==> config.mk <==
export PLATFORM = sky130hd
export DESIGN_NAME = keypad_scan_debounce
export DESIGN_NICKNAME = d
export VERILOG_FILES = /design/src/rtl/keypad_scan_debounce_pkg.sv /design/src/rtl/keypad_scan_debounce_sync_2ff.sv /design/src/rtl/keypad_scan_debounce.sv
export SDC_FILE = /design/constraint.sdc
export NUM_CORES = 1
export LEC_CHECK = 0
export BUFFER_PORTS_ARGS = -buffer_cell sky130_fd_sc_hd__buf_4
export CAP_MARGIN = 10
export CORE_UTILIZATION = 25
export CTS_CLUSTER_DIAMETER = 40
export DETAILED_ROUTE_END_ITERATION = 8
export SLEW_MARGIN = 20
export SYNTH_ARGS = -nofsm -noshare
export SYNTH_HDL_FRONTEND = slang
export SYNTH_SLANG_ARGS = --single-unit
==> constraint.sdc <==
create_clock -name clk -period 4.15 [get_ports clk]
set_clock_uncertainty 0.05 [all_clocks]
set_input_delay 0.415 -clock clk [delete_from_list [all_inputs] [get_ports clk]]
set_output_delay 0.415 -clock clk [all_outputs]
set_load 0.005 [all_outputs]
==> src/rtl/keypad_scan_debounce_pkg.sv <==
// Shared types and constants for the 4x4 keypad scanner.
// The lowest-low-row helper resolves which of several pressed rows is reported.
package keypad_pkg;

   typedef enum logic [1:0] {
      SCAN     = 2'd0,
      PRESS_DB = 2'd1,
      ACCEPT   = 2'd2,
      HOLD_REL = 2'd3
   } state_t;

   localparam int NUM_ROWS = 4;
   localparam int NUM_COLS = 4;
   localparam int KEY_W    = 4;

   function automatic logic [1:0] lowest_low(input logic [NUM_ROWS-1:0] rows);
      logic [1:0] idx;
      idx = 2'd0;
      for (int i = NUM_ROWS - 1; i >= 0; i--) begin
         if (rows[i] == 1'b0) begin
            idx = 2'(i);
         end
      end
      return idx;
   endfunction

endpackage

==> src/rtl/keypad_scan_debounce_sync_2ff.sv <==
// Two-flop synchroniser for asynchronous inputs, with a configurable reset value.
module sync_2ff #(
   parameter int               WIDTH   = 1,
   parameter logic [WIDTH-1:0] RST_VAL = '0
) (
   input  logic             clk,
   input  logic             rst,
   input  logic [WIDTH-1:0] d,
   output logic [WIDTH-1:0] q
);

   logic [WIDTH-1:0] meta;

   // metastability filter: two back-to-back stages
   always_ff @(posedge clk) begin
      if (rst) begin
         meta <= RST_VAL;
         q    <= RST_VAL;
      end else begin
         meta <= d;
         q    <= meta;
      end
   end

endmodule

==> src/rtl/keypad_scan_debounce.sv <==
// 4x4 matrix keypad scanner with press/release debounce, producing a key code
// and a single-cycle data_available strobe for the downstream load enable.
module keypad_scan_debounce
   import keypad_pkg::*;
#(
   parameter int SCAN_TICKS     = 27000,
   parameter int DEBOUNCE_TICKS = 270000
) (
   input  logic                clk,
   input  logic                rst,
   input  logic [NUM_ROWS-1:0] rows_n,
   output logic [NUM_COLS-1:0] cols_n,
   output logic [KEY_W-1:0]    key_code,
   output logic                data_available,
   output logic                key_pressed
);

   localparam int MAX_TICKS = (SCAN_TICKS > DEBOUNCE_TICKS) ? SCAN_TICKS : DEBOUNCE_TICKS;
   localparam int CNT_W     = $clog2(MAX_TICKS);
   localparam logic [CNT_W-1:0] SCAN_LAST = CNT_W'(SCAN_TICKS - 1);
   localparam logic [CNT_W-1:0] DEB_LAST  = CNT_W'(DEBOUNCE_TICKS - 1);

   logic [NUM_ROWS-1:0] rows_s;
   state_t              state, state_nxt;
   logic [CNT_W-1:0]    cnt, cnt_nxt;
   logic [1:0]          col_idx, col_nxt;
   logic [1:0]          row_idx, row_nxt;
   logic [NUM_COLS-1:0] cols_n_nxt;
   logic [KEY_W-1:0]    key_code_nxt;
   logic                data_available_nxt;
   logic                key_pressed_nxt;
   logic                row_high;
   logic                deb_done;

   sync_2ff #(
      .WIDTH   (NUM_ROWS),
      .RST_VAL (4'hF)
   ) u_rows_sync (
      .clk (clk),
      .rst (rst),
      .d   (rows_n),
      .q   (rows_s)
   );

   assign row_high = rows_s[row_idx];
   assign deb_done = (cnt == DEB_LAST);

   // state, datapath and registered outputs
   always_ff @(posedge clk) begin
      if (rst) begin
         state          <= SCAN;
         cnt            <= '0;
         col_idx        <= 2'd0;
         row_idx        <= 2'd0;
         cols_n         <= 4'b1110;
         key_code       <= 4'h0;
         data_available <= 1'b0;
         key_pressed    <= 1'b0;
      end else begin
         state          <= state_nxt;
         cnt            <= cnt_nxt;
         col_idx        <= col_nxt;
         row_idx        <= row_nxt;
         cols_n         <= cols_n_nxt;
         key_code       <= key_code_nxt;
         data_available <= data_available_nxt;
         key_pressed    <= key_pressed_nxt;
      end
   end

   // next-state, counter and column/row selection
   always_comb begin
      state_nxt = state;
      cnt_nxt   = cnt;
      col_nxt   = col_idx;
      row_nxt   = row_idx;
      case (state)
         SCAN: begin
            if (cnt == SCAN_LAST) begin
               cnt_nxt = '0;
               if (rows_s != 4'hF) begin
                  row_nxt   = lowest_low(rows_s);
                  state_nxt = PRESS_DB;
               end else begin
                  col_nxt = col_idx + 2'd1;
               end
            end else begin
               cnt_nxt = cnt + CNT_W'(1);
            end
         end
         PRESS_DB: begin
            if (!row_high) begin
               if (deb_done) begin
                  state_nxt = ACCEPT;
                  cnt_nxt   = '0;
               end else begin
                  cnt_nxt = cnt + CNT_W'(1);
               end
            end else begin
               // bounce: re-scan the same column from the start
               state_nxt = SCAN;
               cnt_nxt   = '0;
            end
         end
         ACCEPT: begin
            state_nxt = HOLD_REL;
            cnt_nxt   = '0;
         end
         HOLD_REL: begin
            if (row_high) begin
               if (deb_done) begin
                  state_nxt = SCAN;
                  cnt_nxt   = '0;
                  col_nxt   = col_idx + 2'd1;
               end else begin
                  cnt_nxt = cnt + CNT_W'(1);
               end
            end else begin
               cnt_nxt = '0;
            end
         end
         default: begin
            state_nxt = SCAN;
            cnt_nxt   = '0;
         end
      endcase
   end

   // next values of the registered outputs
   always_comb begin
      cols_n_nxt         = ~(4'b0001 << col_nxt);
      key_code_nxt       = key_code;
      data_available_nxt = 1'b0;
      key_pressed_nxt    = key_pressed;
      case (state)
         ACCEPT: begin
            key_code_nxt       = {row_idx, col_idx};
            data_available_nxt = 1'b1;
            key_pressed_nxt    = 1'b1;
         end
         HOLD_REL: begin
            if (row_high && deb_done) begin
               key_pressed_nxt = 1'b0;
            end else begin
               key_pressed_nxt = key_pressed;
            end
         end
         default: begin
            key_pressed_nxt = key_pressed;
         end
      endcase
   end

endmodule

==> flow_summary_export.csv <==
group,metric,value,unit
clocking,cts_buffers,5,
clocking,tritoncts,"yes",
floorplanning,start_util,0.260,
clocking,clockBufferDepth,2,
sta,setup_tns,0,ns
synth,yosysWarnings,0,
synth,netlist_area,1910,µm²
detailed_routing,via_per_inst,4.43,
critical_path,crit_path_start_kind,"flop",
detailed_routing,detail-route-antenna-nets,0,
floorplanning,die_height,89.4,µm
clocking,ctsHoldBuffers,0,
power_and_ir_drop,total_leakage_power,0.838,nW
sta,fmax,422,MHz
clocking,insertion_delay,0.29,ns
place,numPortBuffers,15,
power_and_ir_drop,power_density,337,nW/µm²
place,gp_congestion,0.748,
synth,avgSynthCellArea,9.54,µm²
hold_path,hp-class,"input pin to flop",
sta,period_minus_slack,2.37,ns
global_routing,grt_pass1_vias,1249,
critical_path,crit_fanout,5,
critical_path,endpoint,"cols_n[1]$_SDFF_PP1_",
outcome,status,"complete, no violations",
critical_path,worstSetupPathType,"flop to flop",
synth,ys.flop_type,"dfxtp_1",
finish,final_common_cell,"dfxtp_1",
sta,drv_slew,0,
synth,syn_nets,211,
clocking,clk_pin_slew,0.08,ns
clocking,root_buffer,"clkbuf_8",
critical_path,cp-end-kind,"flop",
sta,hold_viol,0,
floorplanning,rows,31,
place,hpwl,2360,µm
power_and_ir_drop,vdd_drop_max,145,µV
critical_path,r2r_setup_slack,1.78,ns
synth,synth-seq-cells,43,
global_routing,grt_start_max_net_pins,27,
sta,final-setup-viol-count,0,
clocking,clock-sinks,43,
power_and_ir_drop,finalPower,0.743,mW
finish,layout.nets,227,
run,drv_cap,0,
synth,synth_edf_count,0,
clocking,cts_max_level,2,
floorplanning,die-area,7990,µm²
finish,drive_above_1_share,0.185,
floorplanning,fp.coreArea,7330,µm²
detailed_routing,routedWlPerCell,10.6,µm
synth,synth_cells,200,
clocking,postCtsSetupBuffers,0,
detailed_routing,drtIter0Drc,39,
sta,tightest_slew,0.616,ns
floorplanning,die_w,89.4,µm
finish,fillers,768,
global_routing,grt_overflow,0,
critical_path,critical_path.startpoint,"cnt[0]$_SDFF_PP0_",
critical_path,worstPathRequired,4.28,ns
floorplanning,top_level_ports,16,
global_routing,grt.total_usage,0.0938,
sta,fin_crit_sh,0.571,
critical_path,rr_worst_depth,7,
critical_path,cp.arrival,2.50,ns
global_routing,antenna_found_initial,0,
synth,async_reset_ff_frac,0,
detailed_routing,routed_wirelength,3330,µm
critical_path,regToRegStartpoint,"cnt[0]$_SDFF_PP0_",
finish,area.growth.synth_to_final,15.6,%
clocking,cts.repair.resized,0,
detailed_routing,post-route-drc-count,0,
critical_path,worstReg2RegEnd,"cols_n[1]$_SDFF_PP1_",
detailed_routing,vias,1394,
synth,ys_types,45,
sta,rsz0062_at_grt,"no",
detailed_routing,firstDrtPassIters,4,
finish,diodes,0,
global_routing,grt_pass1_wl,5770,µm
synth,ys_seq_area_frac,0.451,
finish,final_cell_mix,"dfxtp_1, nor2_1, buf_4",
sta,max_slew_margin,0.589,
## cells in the mapped netlist, types with 4 or more instances
master	n	area share
a21oi_1	6	0.016
dfxtp_1	43	0.45
ha_1	5	0.033
inv_1	6	0.012
mux2i_1	4	0.021
nand2_1	11	0.022
nand3_1	6	0.016
nand4_1	5	0.016
nor2_1	35	0.069
nor2b_1	4	0.013
or2_2	8	0.026
xnor2_1	7	0.032
xor2_1	9	0.041
## registers in the layout, indices dropped and copies added (netlist names), named ones only
signal	count
cnt	19
cols_n	4
key_code	4
u_rows_sync.meta	4
u_rows_sync.q	4
col_idx	2
row_idx	2
data_available	1
key_pressed	1
state	1
## per-stage QoR
step                      area [µm²]  utilization  setup WS, ns  instances  hold WS (ns)
after global routing            2210        0.301          1.64        315         0.244
after global placement          2120        0.289          1.86        308         0.344
after floorplan                 1910            -          1.94        200         0.339
final                           2210        0.301          1.78        315         0.254
after detailed placement        2120        0.289          1.79        308         0.343
after CTS                       2210        0.301          1.79        315         0.245
## metal layers
layer	vias up	wire length [µm]	track usage
met2	18	1460	0.138
met4	0	58	0.0433
li1	713	-	-
met1	658	1720	0.129
met3	5	87	0.0222
met5	-	0	0
## how the worst min path moves through the flow
stage                                               from                              to  slack, ns  depth (start not counted)
after floorplan           u_rows_sync.meta[0]$_SDFF_PP1_     u_rows_sync.q[0]$_SDFF_PP1_       0.34                          1
after global placement    u_rows_sync.meta[1]$_SDFF_PP1_     u_rows_sync.q[1]$_SDFF_PP1_       0.34                          1
after detailed placement  u_rows_sync.meta[2]$_SDFF_PP1_     u_rows_sync.q[2]$_SDFF_PP1_       0.34                          1
after CTS                                      rows_n[3]  u_rows_sync.meta[3]$_SDFF_PP1_       0.24                          2
after global routing                           rows_n[3]  u_rows_sync.meta[3]$_SDFF_PP1_       0.24                          2
final                                          rows_n[2]  u_rows_sync.meta[2]$_SDFF_PP1_       0.25                          2
## power breakdown
| part | switching, mW | total [mW] | internal (mW) |
|---|---|---|---|
| Sequential | 0.00774 | 0.430 | 0.422 |
| Combinational | 0.0293 | 0.0492 | 0.0199 |
| Clock | 0.133 | 0.264 | 0.131 |
| Total | 0.170 | 0.743 | 0.572 |
## worst max-delay path, stage by stage (launching register included)
cell	delay, ns
dfxtp_1	0.37
ha_1	0.24
and4bb_1	0.24
and4_4	0.24
nand3_2	0.10
mux2_4	0.32
a221oi_4	0.34
or3b_1	0.37
## final cells by class
| class | instances | area (µm²) | share of cell area |
|---|---|---|---|
| multi-input combinational | 145 | 998 | 0.453 |
| sequential | 43 | 861 | 0.390 |
| tap | 99 | 124 | 0.0562 |
| timing repair buffer | 15 | 113 | 0.0510 |
| clock buffer | 6 | 82.6 | 0.0374 |
| inverter | 6 | 22.5 | 0.0102 |
| clock inverter | 1 | 5.00 | 0.00227 |
## cells by family after synthesis
logic type / after synthesis / share of synthesized area
muxes: 7 / 0.0466
DFF: 43 / 0.451
AOI/OAI and AO/OA: 22 / 0.0892
adders and majority gates: 5 / 0.0328
xor gates and xnor gates: 16 / 0.0734
and+or+nand+nor: 95 / 0.281
buffers and inverters: 12 / 0.0256
No activity file was read; power rests on OpenSTA's default activity.
